`src/rtl/sram_ring_pointer_manager_pkg.sv`:
```
// Purpose: shared SRAM map constants and controller command encodings for the packet store.
// Latency: n/a (constants and types only).
// Backpressure: n/a.
package sram_ring_pointer_manager_pkg;

    // Physical map of the two-chip store: 18-bit word address per chip, chip select on top.
    localparam int SRAM_ADDR_WIDTH = 18;
    localparam int SRAM_PTR_WIDTH  = SRAM_ADDR_WIDTH + 1;
    localparam int SRAM_CAPACITY   = (1 << SRAM_PTR_WIDTH) - 1;

    // Command encodings shared with the memory controller and the telemetry packer.
    typedef enum logic [1:0] {
        SRAM_CMD_IDLE  = 2'd0,
        SRAM_CMD_WRITE = 2'd1,
        SRAM_CMD_READ  = 2'd2,
        SRAM_CMD_CLEAR = 2'd3
    } sram_cmd_e;

endpackage

```
`src/rtl/sram_ring_pointer_manager_rise_detect.sv`:
```
// Purpose: turn a controller completion level into a one-cycle pulse on its rising edge.
// Latency: combinational pulse in the sampling cycle; history register updates every cycle.
// Backpressure: none; a level held high yields a single pulse until it drops for a cycle.
module rise_detect (
    input  logic clk,
    input  logic rst,
    input  logic level,
    output logic pulse
);

    logic level_q;

    // Remember last cycle's level; cleared by reset so a level high at release counts as an edge.
    always_ff @(posedge clk or posedge rst) begin
        if (rst) begin
            level_q <= 1'b0;
        end else begin
            level_q <= level;
        end
    end

    assign pulse = level & ~level_q;

endmodule

```
`src/rtl/sram_ring_pointer_manager.sv`:
```
// Purpose: read/write pointers, occupancy and error telemetry for the two-chip SRAM ring buffer.
// Latency: one cycle; a completion edge sampled at edge N is reflected in all outputs after edge N.
// Backpressure: none; full either drops the oldest word or overwrites in place, empty reads flag underflow.
module sram_ring_pointer_manager
    import sram_ring_pointer_manager_pkg::*;
#(
    parameter int ADDR_WIDTH = SRAM_ADDR_WIDTH,
    parameter bit OVERWRITE  = 1'b1,
    parameter int OVF_WIDTH  = 16
) (
    input  logic                  CLK_48MHZ,
    input  logic                  RESET,
    input  logic                  NEXT_WRITE,
    input  logic                  NEXT_READ,
    input  logic                  CLEAR,
    output logic [ADDR_WIDTH-1:0] WRITE_ADDRESS,
    output logic                  WRITE_CHIP_SELECT,
    output logic [ADDR_WIDTH-1:0] READ_ADDRESS,
    output logic                  READ_CHIP_SELECT,
    output logic [ADDR_WIDTH:0]   WORD_COUNT,
    output logic                  EMPTY,
    output logic                  FULL,
    output logic [OVF_WIDTH-1:0]  OVERFLOW_COUNT,
    output logic                  UNDERFLOW
);

    localparam int PW = ADDR_WIDTH + 1;
    // One slot is always kept free so wp == rp means empty only.
    localparam logic [PW-1:0] CAP = '1;

    logic          we;
    logic          re;
    logic [PW-1:0] wp, rp, cnt;
    logic [PW-1:0] wp_n, rp_n, cnt_n;
    logic          empty_q, full_q;
    logic          udf_q, udf_n;
    logic          ovf_inc;
    logic [OVF_WIDTH-1:0] ovf_q;

    rise_detect u_write_edge (
        .clk   (CLK_48MHZ),
        .rst   (RESET),
        .level (NEXT_WRITE),
        .pulse (we)
    );

    rise_detect u_read_edge (
        .clk   (CLK_48MHZ),
        .rst   (RESET),
        .level (NEXT_READ),
        .pulse (re)
    );

    // Priority resolution: clear, paired op, write, write-while-full, read, read-while-empty.
    always_comb begin
        wp_n    = wp;
        rp_n    = rp;
        cnt_n   = cnt;
        udf_n   = udf_q;
        ovf_inc = 1'b0;
        if (CLEAR) begin
            rp_n  = wp;
            cnt_n = '0;
        end else if (we && !full_q) begin
            if (re && !empty_q) begin
                wp_n = wp + PW'(1);
                rp_n = rp + PW'(1);
            end else begin
                // An empty-buffer read alongside this write only raises the sticky flag.
                wp_n  = wp + PW'(1);
                cnt_n = cnt + PW'(1);
                if (re) begin
                    udf_n = 1'b1;
                end
            end
        end else if (we) begin
            ovf_inc = 1'b1;
            if (OVERWRITE) begin
                // Dropping the oldest word already moves rp; a coincident read is absorbed.
                wp_n = wp + PW'(1);
                rp_n = rp + PW'(1);
            end else if (re) begin
                rp_n  = rp + PW'(1);
                cnt_n = cnt - PW'(1);
            end
        end else if (re && !empty_q) begin
            rp_n  = rp + PW'(1);
            cnt_n = cnt - PW'(1);
        end else if (re) begin
            udf_n = 1'b1;
        end
    end

    // Pointer, count and flag registers; flags come from the next-state count so they track WORD_COUNT.
    always_ff @(posedge CLK_48MHZ or posedge RESET) begin
        if (RESET) begin
            wp      <= '0;
            rp      <= '0;
            cnt     <= '0;
            empty_q <= 1'b1;
            full_q  <= 1'b0;
            udf_q   <= 1'b0;
        end else begin
            wp      <= wp_n;
            rp      <= rp_n;
            cnt     <= cnt_n;
            empty_q <= (cnt_n == '0);
            full_q  <= (cnt_n == CAP);
            udf_q   <= udf_n;
        end
    end

    // Saturating count of writes attempted while full; survives CLEAR.
    always_ff @(posedge CLK_48MHZ or posedge RESET) begin
        if (RESET) begin
            ovf_q <= '0;
        end else if (ovf_inc && (ovf_q != '1)) begin
            ovf_q <= ovf_q + OVF_WIDTH'(1);
        end
    end

    assign WRITE_ADDRESS     = wp[ADDR_WIDTH-1:0];
    assign WRITE_CHIP_SELECT = wp[ADDR_WIDTH];
    assign READ_ADDRESS      = rp[ADDR_WIDTH-1:0];
    assign READ_CHIP_SELECT  = rp[ADDR_WIDTH];
    assign WORD_COUNT        = cnt;
    assign EMPTY             = empty_q;
    assign FULL              = full_q;
    assign OVERFLOW_COUNT    = ovf_q;
    assign UNDERFLOW         = udf_q;

endmodule

```
`config.mk`:
```
export PLATFORM = sky130hd
export DESIGN_NAME = sram_ring_pointer_manager
export DESIGN_NICKNAME = d
export VERILOG_FILES = /design/src/rtl/sram_ring_pointer_manager_pkg.sv /design/src/rtl/sram_ring_pointer_manager_rise_detect.sv /design/src/rtl/sram_ring_pointer_manager.sv
export SDC_FILE = /design/constraint.sdc
export NUM_CORES = 1
export LEC_CHECK = 0
export BUFFER_PORTS_ARGS = -buffer_cell sky130_fd_sc_hd__buf_2
export CORE_MARGIN = 5
export CORE_UTILIZATION = 25
export CTS_CLUSTER_SIZE = 20
export DETAILED_ROUTE_END_ITERATION = 16
export GPL_TIMING_DRIVEN = 0
export PLACE_DENSITY_LB_ADDON = 0.15
export SYNTH_ARGS = -nofsm -noshare
export SYNTH_HDL_FRONTEND = slang
export SYNTH_SLANG_ARGS = --single-unit
```
`constraint.sdc`:
```
create_clock -name CLK_48MHZ -period 3.2 [get_ports CLK_48MHZ]
set_clock_uncertainty 0.05 [all_clocks]
set_input_delay 0.32 -clock CLK_48MHZ [delete_from_list [all_inputs] [get_ports CLK_48MHZ]]
set_output_delay 0.32 -clock CLK_48MHZ [all_outputs]
set_load 0.02 [all_outputs]
```
==> flow_summary.json, run 1 <==
{
  "synth.distinct_cells": 53,
  "endpoint_of_the_worst_register_to_register_path": "FULL$_DFF_PP0_",
  "post_layout_nonfiller_instances": 766,
  "postRouteAntennaNets": 0,
  "syn-cell-area_um2": 4240,
  "m1WireLength_mm": 5.71,
  "path_class": "flop to flop",
  "worst_hold_path_type": "primary input to flop",
  "die_outline_area_um2": 19700,
  "yosys_register_bits": 78,
  "setup_viol": 0,
  "syn-num-nets": 458,
  "routability_driven_placement_congestion_ratio": 0.785,
  "grt_remaining_overflow": 0,
  "synth.top_cell.area_share_pct": 45.4,
  "detailroute.via_count": 3604,
  "dp_cells": 749,
  "grt_max_degree": 54,
  "ir_drop_uv": 392,
  "tritoncts": "built",
  "ys_seq_area_share_pct": 46.0,
  "num_rows": 47,
  "path_clk_slew_ps": 60,
  "most-common-layout-cells": "82 x sky130_fd_sc_hd__buf_2, 77 x sky130_fd_sc_hd__dfrtp_1, 51 x sky130_fd_sc_hd__nand2_1",
  "fmax_mhz": 332,
  "place.port_buffers": 80,
  "finish.instance_area_um2": 5310,
  "critPathArrivalTime_ps": 3190,
  "holdWs_ps": 73.4,
  "layout-drive-gt1-share_pct": 22.2,
  "slew_violations": 0,
  "clk_latency_ps": 340,
  "postSynthCellCount": 448,
  "dr.max_layer_used": "met4",
  "finalNetCount": 551,
  "cts-root-buf": "sky130_fd_sc_hd__clkbuf_16",
  "met3WireLength_um": 710,
  "timing.critical_path.slowest_cell_delay_ps": 580,
  "die_y_um": 140,
  "most_common_cell_after_layout_fill_and_taps_aside": "sky130_fd_sc_hd__buf_2",
  "max-cap-violations": 0,
  "syn_to_final_growth_pct": 25.2,
  "viasPerCell": 4.70,
  "grt_util_all_layers_pct": 12.7,
  "met2WireLength_mm": 5.68,
  "fillerInstances": 1760,
  "critical_path.endpoint_type": "flop",
  "worst-r2r-setup-slack_ps": 190,
  "postLayoutCoreUtil_pct": 31.9,
  "placeableCoreArea_um2": 16600,
  "final_min_period_over_clock_period_pct": 94.0,
  "wire_per_inst_um": 15.9,
  "timing.critical_path.from_type": "flop",
  "status": "complete, no violations",
  "cellPowerDensity_nw_per_um2": 578,
  "setup_repair_after_global_routing_missed_its_margin": "no",
  "floorplan.initialDensity_pct": 25.5,
  "syn_avg_cell_area_um2": 9.47,
  "critPathRequiredTime_ps": 3380,
  "hold_viol_final": 0,
  "die_w_um": 140,
  "fin_total_pwr_w": 0.00307,
  "grt_pass1_wl_mm": 20.0,
  "max_root_sink_buffers": 2,
  "place_hpwl_mm": 9.01,
  "final_critical_period_ps": 3010,
  "floorplan.io_pins": 81,
  "antenna_found_initial": 1,
  "placedInstanceArea_um2": 4950,
  "yosysTopAreaCell": "sky130_fd_sc_hd__dfrtp_1",
  "critical_path.reg2reg.startpoint": "u_read_edge.level_q$_DFF_PP0_",
  "drt_iter0_drc": 250,
  "detail_route.drc_violations": 0,
  "vias_in_the_first_global_route": 3589,
  "timing_worst_slew_pin_value_ps": 779,
  "synth_warnings": 0,
  "reg2reg_depth": 8,
  "routed_wirelength_mm": 12.2,
  "cts_setup_buffers": 0,
  "cpMaxStageDelayCell": "sky130_fd_sc_hd__or4_1",
  "path_max_fanout": 8,
  "synth.area.top_cells": "sky130_fd_sc_hd__dfrtp_1 45%, sky130_fd_sc_hd__xnor2_1 5.8%, sky130_fd_sc_hd__xor2_1 5.6%",
  "slew-limit-headroom_pct": 47.7,
  "p_leak_nw": 2.54,
  "detailedRoute.firstPassIterationCount": 4,
  "htreeDepth": 3,
  "worstPathCellList": "nor3b_2 > and4_1 > clkbuf_1 > nand4_1 > a211oi_1 > a31oi_1 > or4_1 > nor4_1",
  "endpoint": "FULL$_DFF_PP0_",
  "clock_sinks": 78,
  "cts_inserted_buffers": 9,
  "cp-startpoint": "u_read_edge.level_q$_DFF_PP0_"
}
## layer usage
| metal | track usage (%) | vias up |
|---|---|---|
| met3 | 4.36 | 7 |
| met5 | 0 | - |
| met4 | 3.11 | 0 |
| met2 | 19.8 | 91 |
| li1 | - | 1767 |
| met1 | 16.9 | 1739 |
## cell type report
type                       instances  area [um2]  share of cell area, %
sequential                        78        1950                   36.8
buffer                            18        80.1                   1.51
inverter                          14        55.1                   1.04
multi-input combinational        338        2160                   40.7
tap                              220         275                   5.18
antenna                            1        2.50                 0.0471
timing repair buffer              82         438                   8.24
clock inverter                     5         108                   2.02
clock buffer                      10         239                   4.50
## where the power goes
part           leakage [nW]  switching (W)  internal, W  total (W)
logic                  1.33       0.000416     0.000245   0.000661
registers              1.04       0.000131      0.00108    0.00121
clock network         0.169       0.000419     0.000782    0.00120
total                  2.54       0.000967      0.00211    0.00307
## metrics by stage
| step | setup slack, ps | setup TNS, ps |
|---|---|---|
| after global placement | -424 | -31930 |
| after floorplan | 523 | 0 |
| after CTS | 60.2 | 0 |
| after detailed placement | 96.0 | 0 |
| after global routing | 34.3 | 0 |
| final | 191 | 0 |
## logic make-up after synthesis
kind of cell | Yosys count | share of synthesized area [%]
AO/OA/AOI/OAI | 46 | 6.49
XOR/XNOR | 55 | 11.4
adder cells (fa/ha/maj) | 5 | 1.47
buffers and inverters | 32 | 3.13
flip-flops | 78 | 46.0
multiplexers | 13 | 3.39
AND/OR/NAND/NOR | 219 | 28.1
## cells in the mapped netlist (all sizes together)
cell	count
dfrtp	77
nand2	51
nor2	39
xnor2	28
xor2	27
nand3	26
o21ai	22
nand4	21
inv	14
and3	13
nor3	13
clkbuf	12
nor2b	12
nor4	12
a21oi	9
mux2	8
and4	6
buf	6
ha	5
mux2i	5
a22oi	3
a31oi	3
and2	3
nand2b	3
nand4b	3
or3	3
or3b	3
a211oi	2
nor3b	2
nor4b	2
nor4bb	2
or4	2
a21o	1
dfstp	1
nand3b	1
nand4bb	1
o211a	1
o21a	1
o21ba	1
o21bai	1
o22ai	1
o2bb2a	1
or2	1
## how the worst min path moves through the flow
stage / depth (start not counted) / end / start / slack, ps
final: 1 / u_read_edge.level_q$_DFF_PP0_ / NEXT_READ / 70
after global routing: 1 / u_read_edge.level_q$_DFF_PP0_ / NEXT_READ / 80
after global placement: 1 / UNDERFLOW$_DFFE_PP0P_ / UNDERFLOW$_DFFE_PP0P_ / 400
after detailed placement: 2 / WORD_COUNT[0]$_DFF_PP0_ / RESET / 300
after floorplan: 0 / u_read_edge.level_q$_DFF_PP0_ / NEXT_READ / 300
after CTS: 1 / u_read_edge.level_q$_DFF_PP0_ / NEXT_READ / 60
## flip-flops by register name (all words and copies together), names as in the netlist
signal / count
WORD_COUNT: 19
rp: 19
wp: 19
OVERFLOW_COUNT: 16
EMPTY: 1
FULL: 1
UNDERFLOW: 1
u_read_edge.level_q: 1
u_write_edge.level_q: 1
## repair_timing
| item | CTS | global route |
|---|---|---|
| hold buffers | 1 | 0 |
| setup endpoints to repair | 0 | 2 |
| hold endpoints to repair | 25 | 0 |
| resized for setup | 0 | 1 |
## worst max-delay path, delay by kind of cell, from the launching register on
family	cells	cell delay, ps
DFF	1	400
buffers and inverters	1	280
and+or+nand+nor	5	1780
AOI/OAI and AO/OA	2	400
(Power assumes the default switching activity.)
==> run 2, diff against run 1 <==
--- a/config.mk
+++ b/config.mk
@@ -7,7 +7,7 @@
 export LEC_CHECK = 0
 export BUFFER_PORTS_ARGS = -buffer_cell sky130_fd_sc_hd__buf_2
 export CORE_MARGIN = 5
-export CORE_UTILIZATION = 25
+export CORE_UTILIZATION = 55
 export CTS_CLUSTER_SIZE = 20
 export DETAILED_ROUTE_END_ITERATION = 16
 export GPL_TIMING_DRIVEN = 0
==> run 2 against run 1 <==
  * Global-route usage is 9.1 points higher
  * Die area is 51% lower
  * Routed wire length is 17% lower
  * Sequential share of layout area is 2.2 points higher
  * Core utilization is 34 points higher
  * Clock power is 38% lower
==> flow_summary.json, run 2 (synthesis results as in run 1) <==
{
  "final_min_period_over_clock_period_pct": 93.3,
  "antenna_found_initial": 0,
  "critPathRequiredTime_ps": 3390,
  "die_outline_area_um2": 9570,
  "slew-limit-headroom_pct": 59.0,
  "finalNetCount": 551,
  "setup_viol": 0,
  "max_root_sink_buffers": 2,
  "timing.critical_path.slowest_cell_delay_ps": 560,
  "most-common-layout-cells": "82 x sky130_fd_sc_hd__buf_2, 77 x sky130_fd_sc_hd__dfrtp_1, 51 x sky130_fd_sc_hd__nand2_1",
  "path_max_fanout": 8,
  "placeableCoreArea_um2": 7610,
  "status": "complete, no violations",
  "slew_violations": 0,
  "finish.instance_area_um2": 5010,
  "timing.final.ws_setup_ps": 213,
  "grt_util_all_layers_pct": 21.8,
  "path_clk_slew_ps": 80,
  "num_rows": 32,
  "wire_per_inst_um": 15.6,
  "detailroute.via_count": 3627,
  "timing.setup.tns_ps": 0,
  "critPathArrivalTime_ps": 3180,
  "worstPathCellList": "nor3b_2 > and4_1 > clkbuf_1 > nand4_1 > a211oi_1 > a31oi_1 > or4_1 > nor4_1",
  "timing.critical_path.from_type": "flop",
  "fmax_mhz": 335,
  "critical_path.endpoint_type": "flop",
  "grt_pass1_wl_mm": 17.3,
  "die_y_um": 97.8,
  "final_critical_period_ps": 2990,
  "cts-root-buf": "sky130_fd_sc_hd__clkbuf_8",
  "hold-path-cell-count": 1,
  "postRouteAntennaNets": 0,
  "routability_driven_placement_congestion_ratio": 0.907,
  "placedInstanceArea_um2": 4800,
  "grt_remaining_overflow": 0,
  "dpl_worst_slack_ps": 230,
  "viasPerCell": 5.60,
  "place.port_buffers": 80,
  "worst_hold_path_type": "primary input to flop",
  "p_leak_nw": 2.47,
  "most_common_cell_after_layout_fill_and_taps_aside": "sky130_fd_sc_hd__buf_2",
  "cp-startpoint": "u_read_edge.level_q$_DFF_PP0_",
  "endpoint_of_the_worst_register_to_register_path": "FULL$_DFF_PP0_",
  "layout-drive-gt1-share_pct": 22.3,
  "reg2reg_depth": 8,
  "detail_route.drc_violations": 0,
  "syn_to_final_growth_pct": 18.2,
  "cpMaxStageDelayCell": "sky130_fd_sc_hd__or4_1",
  "critical_path.reg2reg.startpoint": "u_read_edge.level_q$_DFF_PP0_",
  "path_class": "flop to flop",
  "cts_inserted_buffers": 9,
  "num_antenna_cells": 0,
  "holdCritStartpoint": "NEXT_READ",
  "clk_latency_ps": 350,
  "worst_hold_path.endpoint": "u_read_edge.level_q$_DFF_PP0_",
  "tritoncts": "built",
  "grt_max_degree": 73,
  "cellPowerDensity_nw_per_um2": 519,
  "clock_sinks": 78,
  "routed_wirelength_mm": 10.1,
  "place_hpwl_mm": 7.40,
  "timing_worst_slew_pin_value_ps": 611,
  "worst-r2r-setup-slack_ps": 210,
  "max-cap-violations": 0,
  "drt_iter0_drc": 161,
  "floorplan.initialDensity_pct": 55.8,
  "die_w_um": 97.8,
  "hold_viol_final": 0,
  "htreeDepth": 3,
  "ir_drop_uv": 478,
  "vias_in_the_first_global_route": 3632,
  "detailedRoute.firstPassIterationCount": 5,
  "floorplan.io_pins": 81
}
==> run 2: cell types whose count changed in the layout (fill, tap and decap cells not counted), sizes merged <==
cell / previous run / this run
clkbuf: 22 / 21
inv: 14 / 16
diode: 1 / 0
clkinvlp: 0 / 2
bufinv: 3 / 1
==> run 2: area by class of cell <==
class                      instances  area [um2]
inverter                          14        55.1
clock buffer                       9         124
fill                             666        2590
multi-input combinational        338        2160
timing repair buffer              82         438
sequential                        78        1950
tap                              102         128
buffer                            18        80.1
clock inverter                     7        72.6
==> run 2: metal layers <==
metal / share of wire, % / track usage, % / up-vias / wire length (um)
li1: - / - / 1753 / -
met1: 45 / 29.8 / 1763 / 4540
met2: 47 / 34.7 / 97 / 4780
met3: 6.0 / 4.64 / 14 / 608
met4: 1.6 / 7.14 / 0 / 164
met5: 0 / 0 / - / 0
==> run 2: critical path: cells and delay by family (launching register included) <==
kind                   cells  cell delay (ps)
buffers and inverters      1              290
DFF                        1              400
and+or+nand+nor            5             1730
AOI/OAI and AO/OA          2              410
==> run 2: per-stage QoR <==
step | total power, W | hold slack [ps] | std cells | util (%)
floorplan | 0.00165 | 301 | 448 | -
global placement | 0.00185 | 401 | 630 | 62.7
detailed placement | 0.00187 | 167 | 631 | 63.1
CTS | 0.00261 | 53.6 | 648 | 65.8
global route | 0.00274 | 65.2 | 648 | 65.9
finish | 0.00260 | 62.0 | 648 | 65.9
==> run 2: timing repair <==
item                                   4_1_cts  5_1_grt
buffers inserted                             0        0
setup endpoints to repair                    0        1
endpoints found under the hold margin        6        0
gates resized for setup                      0        1
hold buffers                                 1        0
==> run 2: worst max path at each step <==
| stage | to | slack, ps |
|---|---|---|
| detailed placement | EMPTY$_DFF_PP1_ | 230 |
| finish | FULL$_DFF_PP0_ | 210 |
| CTS | EMPTY$_DFF_PP1_ | 180 |
| global route | FULL$_DFF_PP0_ | -10 |
| global placement | WORD_COUNT[17]$_DFF_PP0_ | -110 |
| floorplan | EMPTY$_DFF_PP1_ | 520 |
==> run 2: where the power goes <==
part	leakage [nW]	internal [W]	total [W]	switching, W
sequential	1.04	0.00108	0.00121	0.000130
combinational	1.33	0.000246	0.000650	0.000404
clock	0.0960	0.000363	0.000741	0.000378
